$ cat src/rtl/tick_cascade.sv
// Cascade of clock-enable tick generators: stage 0 divides the clock, each later
// stage divides the registered ticks of the stage before it. Divisors are shadowed.
module tick_cascade #(
  parameter int N_STAGES   = 2,
  parameter int CNT_W      = 16,
  parameter int DIV_INIT_0 = 100,
  parameter int DIV_INIT_N = 5,
  parameter int SEL_W      = 3
) (
  input  logic                clk_in,
  input  logic                rst_n,
  input  logic                en,
  input  logic                clr,
  input  logic                cfg_we,
  input  logic [SEL_W-1:0]    cfg_sel,
  input  logic [CNT_W-1:0]    cfg_div,
  output logic [N_STAGES-1:0] tick
);

  localparam logic [CNT_W-1:0] INIT_0 = CNT_W'(DIV_INIT_0);
  localparam logic [CNT_W-1:0] INIT_N = CNT_W'(DIV_INIT_N);

  logic [CNT_W-1:0]    cnt      [N_STAGES];
  logic [CNT_W-1:0]    div_act  [N_STAGES];
  logic [CNT_W-1:0]    div_sh   [N_STAGES];

  logic [CNT_W-1:0]    cnt_nxt  [N_STAGES];
  logic [CNT_W-1:0]    act_nxt  [N_STAGES];
  logic [CNT_W-1:0]    sh_nxt   [N_STAGES];
  logic [CNT_W-1:0]    last_cnt [N_STAGES];
  logic [N_STAGES-1:0] src;
  logic [N_STAGES-1:0] ev;
  logic [N_STAGES-1:0] hit;
  logic [N_STAGES-1:0] wrap;
  logic [N_STAGES-1:0] tick_nxt;

  // Stage k is driven by the registered tick of stage k-1, so each stage lags one cycle.
  always_comb begin
    src    = '0;
    src[0] = 1'b1;
    for (int unsigned k = 1; k < N_STAGES; k++) begin
      src[k] = tick[k-1];
    end
  end

  always_comb begin
    for (int unsigned k = 0; k < N_STAGES; k++) begin
      ev[k]       = en & src[k];
      hit[k]      = cfg_we && (cfg_sel == SEL_W'(k));
      // Divisors 0 and 1 both mean "wrap on every event".
      last_cnt[k] = (div_act[k] == '0) ? '0 : div_act[k] - CNT_W'(1);
      wrap[k]     = ev[k] && (cnt[k] == last_cnt[k]);
      // A write in the same cycle as a reload is forwarded into the reload.
      sh_nxt[k]   = hit[k] ? cfg_div : div_sh[k];
    end
  end

  always_comb begin
    for (int unsigned k = 0; k < N_STAGES; k++) begin
      cnt_nxt[k]  = cnt[k];
      act_nxt[k]  = div_act[k];
      tick_nxt[k] = 1'b0;
      if (clr) begin
        cnt_nxt[k] = '0;
        act_nxt[k] = sh_nxt[k];
      end else if (wrap[k]) begin
        cnt_nxt[k]  = '0;
        act_nxt[k]  = sh_nxt[k];
        tick_nxt[k] = 1'b1;
      end else if (ev[k]) begin
        cnt_nxt[k] = cnt[k] + CNT_W'(1);
      end
    end
  end

  always_ff @(posedge clk_in or negedge rst_n) begin
    if (!rst_n) begin
      for (int unsigned k = 0; k < N_STAGES; k++) begin
        cnt[k]     <= '0;
        div_act[k] <= (k == 0) ? INIT_0 : INIT_N;
        div_sh[k]  <= (k == 0) ? INIT_0 : INIT_N;
      end
      tick <= '0;
    end else begin
      for (int unsigned k = 0; k < N_STAGES; k++) begin
        cnt[k]     <= cnt_nxt[k];
        div_act[k] <= act_nxt[k];
        div_sh[k]  <= sh_nxt[k];
      end
      tick <= tick_nxt;
    end
  end

endmodule

$ cat config.mk
export PLATFORM = sky130hd
export DESIGN_NAME = tick_cascade
export DESIGN_NICKNAME = d
export VERILOG_FILES = /design/src/rtl/tick_cascade.sv
export SDC_FILE = /design/constraint.sdc
export NUM_CORES = 1
export LEC_CHECK = 0
export BUFFER_PORTS_ARGS = -buffer_cell sky130_fd_sc_hd__buf_4
export CORE_MARGIN = 2
export CORE_UTILIZATION = 59
export DETAILED_ROUTE_END_ITERATION = 6
export PLACE_DENSITY = 0.77
export SYNTH_ARGS = -nofsm -noshare
export SYNTH_HDL_FRONTEND = slang
export SYNTH_SLANG_ARGS = --single-unit
$ cat constraint.sdc
create_clock -name clk_in -period 4.2 [get_ports clk_in]
set_clock_uncertainty 0.1 [all_clocks]
set_input_delay 0.21 -clock clk_in [delete_from_list [all_inputs] [get_ports clk_in]]
set_output_delay 0.21 -clock clk_in [all_outputs]
set_load 0.02 [all_outputs]
==> flow_summary.json <==
{
  "num_vias": 4872,
  "drv_cap": 0,
  "synth_nets": 642,
  "antenna_found_initial": 0,
  "synth_most_common_cell": "dfrtp_1",
  "synth.distinct_cells": 89,
  "crit_buf_inv": 2,
  "startpoint_type": "flop",
  "drtAntennaViolNets": 0,
  "dpl_cell_area_um2": 6420,
  "cp_slowest_stage_delay_ps": 640,
  "wl_met1_mm": 6.45,
  "grt-ovfl-total": 0,
  "fin_setup_tns_ps": 0,
  "r2r_cells": 11,
  "die_w_um": 106,
  "drt_iter0_drc": 284,
  "drt-total-wl_mm": 15.0,
  "synth_edf_count": 0,
  "p_leak_nw": 2.68,
  "endpoint_kind": "flop",
  "path_max_fanout": 17,
  "finalHoldViolCount": 0,
  "synth_area_um2": 6180,
  "r2r_slack_ps": 350,
  "cts.reportedPaths.clkPinSlew_ps": 90,
  "fmax_mhz": 260,
  "portBuffers": 25,
  "postSynthAreaPerCell_um2": 10.1,
  "io_pins": 26,
  "root_buffer": "clkbuf_8",
  "status": "completed",
  "insertion_delay_ps": 360,
  "dp_hpwl_mm": 11.4,
  "timing.final.crit_share_pct": 91.6,
  "place_ws_ps": 446,
  "grt_usage_pct": 28.2,
  "post_cts_buffers": 0,
  "final_area_um2": 6690,
  "dieArea_um2": 11300,
  "fin_crit_ps": 3850,
  "report.final.slew_viol_count": 0,
  "critPathLaunch": "div_act[16]$_DFFE_PN0P_",
  "avgRoutedWirePerCell_um": 19.5,
  "min-delay-start": "cfg_div[14]",
  "dr_wl_met3_um": 547,
  "grt_max_degree": 61,
  "ys_top_cells_by_count": "dfrtp_1, nor2_1, nand2_1",
  "syn_inst": 614,
  "slowest_stage": "a2111oi_0",
  "worstReg2RegStart": "div_act[16]$_DFFE_PN0P_",
  "tightest_slew_ps": 1040,
  "crit_family": "simple AND/OR/NAND/NOR gates",
  "synth-main-ff-cell": "dfrtp_1",
  "grt_pass1_wl_mm": 24.9,
  "required_ps": 4340,
  "place.gp.congestion": 0.995,
  "start_util_pct": 60.4,
  "drc": 0,
  "yosysTopAreaCell": "dfrtp_1",
  "worst_slack_ps": 354,
  "crit_cells": 11,
  "numCtsBuffers": 9,
  "path_cells": "inv_1, ha_1, nand2b_1, or3_1, and3_1, a2111oi_0, and3b_1, nor4b_1, a41o_1, buf_4, mux2_1",
  "postCtsResizedCells": 0,
  "rsz0062_at_grt": "false",
  "ys_ff_latch": 98,
  "finalSetupViolCount": 0,
  "antenna_cells": 0,
  "maxSlewHeadroom_pct": 30.2,
  "critical_path_class": "flop to flop",
  "routed.top_layer": "met4",
  "arrival_ps": 3980,
  "drive_above_1_share_pct": 21.7,
  "nNetsFinal": 653,
  "cts_buffer_depth": 2,
  "vdd_drop_max_v": 0.000290,
  "cts_tree": "done",
  "yosysTopAreaCellShare_pct": 35.6,
  "htreeDepth": 3,
  "core-area_um2": 10200,
  "cts_sinks": 98,
  "yosysWarnings": 0,
  "area_growth_pct": 8.28,
  "synthTopCellsByArea": "dfrtp_1, mux2_2, dfstp_2",
  "grt_pass1_vias": 4800,
  "drtPass1Iterations": 5,
  "critPathCapture": "div_act[27]$_DFFE_PN0P_",
  "rows": 37,
  "async_reset_ff_share_pct": 100,
  "finish.utilization_pct": 65.4,
  "wl_met2_mm": 7.39,
  "seq_area_frac_synth_pct": 39.9,
  "final.fill_count": 841,
  "powerDensity_nw_per_um2": 429,
  "viasPerCell": 6.36,
  "min-delay-path-class": "primary input to flop",
  "die_h_um": 106,
  "r2r-end": "div_act[27]$_DFFE_PN0P_"
}
==> cell families (layout without fill, tap and decap cells) <==
| family | Yosys count | in the layout | share of synthesized area (%) |
|---|---|---|---|
| flip-flops | 98 | 98 | 39.9 |
| AO/OA/AOI/OAI | 103 | 103 | 12.9 |
| XOR/XNOR | 45 | 45 | 6.84 |
| AND/OR/NAND/NOR | 241 | 241 | 22.0 |
| multiplexers | 67 | 67 | 13.1 |
| buffers and inverters | 56 | 72 | 4.57 |
| adder cells (fa/ha/maj) | 4 | 4 | 0.810 |
==> registers in the layout, indices dropped and copies added, names as in the netlist <==
name and cells:
div_sh 32, tick 2, div_act 32, cnt 32
==> metal layers <==
layer / global-route usage, % / vias up
met2: 47.7 / 146
met5: 0 / -
li1: - / 2294
met1: 36.2 / 2396
met4: 12.1 / 0
met3: 3.80 / 36
==> metrics by stage <==
stage | hold slack, ps | std cells | power [mW]
floorplan | -186 | 614 | 1.95
global placement | 215 | 745 | 2.15
detailed placement | 225 | 745 | 2.18
CTS | 0.858 | 766 | 2.87
global route | 2.02 | 766 | 3.03
finish | 15.6 | 766 | 2.87
==> worst min path at each step <==
stage,end,depth (start not counted)
finish,div_sh[14]$_DFF_PN0_,2
detailed placement,div_act[7]$_DFFE_PN0P_,1
CTS,div_sh[14]$_DFF_PN0_,2
floorplan,cnt[0]$_DFFE_PN0P_,0
global placement,div_act[6]$_DFFE_PN0P_,1
global route,div_sh[14]$_DFF_PN0_,2
==> layout by cell type, fill, tap and decap left out, types with 4 or more instances in the layout <==
cell	instances
dfrtp_1	88
nor2_1	61
nand2_1	36
buf_4	36
mux2_2	35
xor2_1	23
xnor2_1	20
nand4_1	20
nand3_1	18
nor3_1	17
a21oi_1	16
inv_1	15
mux2_1	15
mux2_4	15
nor4_1	12
o21ai_0	12
nand2b_1	10
clkbuf_8	10
dfstp_2	10
or3_1	9
or4_1	7
o31ai_1	7
o211ai_1	7
or2_2	6
and3_1	6
a2111oi_0	5
nor2b_1	5
dlygate4sd3_1	5
o21a_1	4
o2111ai_1	4
ha_1	4
==> area by class of cell <==
| type | count | area [um2] | share of cell area [%] |
|---|---|---|---|
| sequential | 98 | 2460 | 36.8 |
| tap | 136 | 170 | 2.54 |
| clock buffer | 11 | 141 | 2.11 |
| clock inverter | 5 | 85.1 | 1.27 |
| multi-input combinational | 460 | 3450 | 51.6 |
| inverter | 15 | 56.3 | 0.841 |
| timing repair buffer | 41 | 320 | 4.79 |
==> power by group <==
group	switching, mW	total (mW)	internal [mW]
clock network	0.327	0.683	0.355
logic	0.441	0.858	0.417
registers	0.218	1.33	1.11
total	0.987	2.87	1.88
==> what timing repair did <==
item	CTS	global route
hold endpoints to repair	63	0
setup endpoints to repair	0	0
hold buffers	5	0
(Power assumes the default switching activity.)
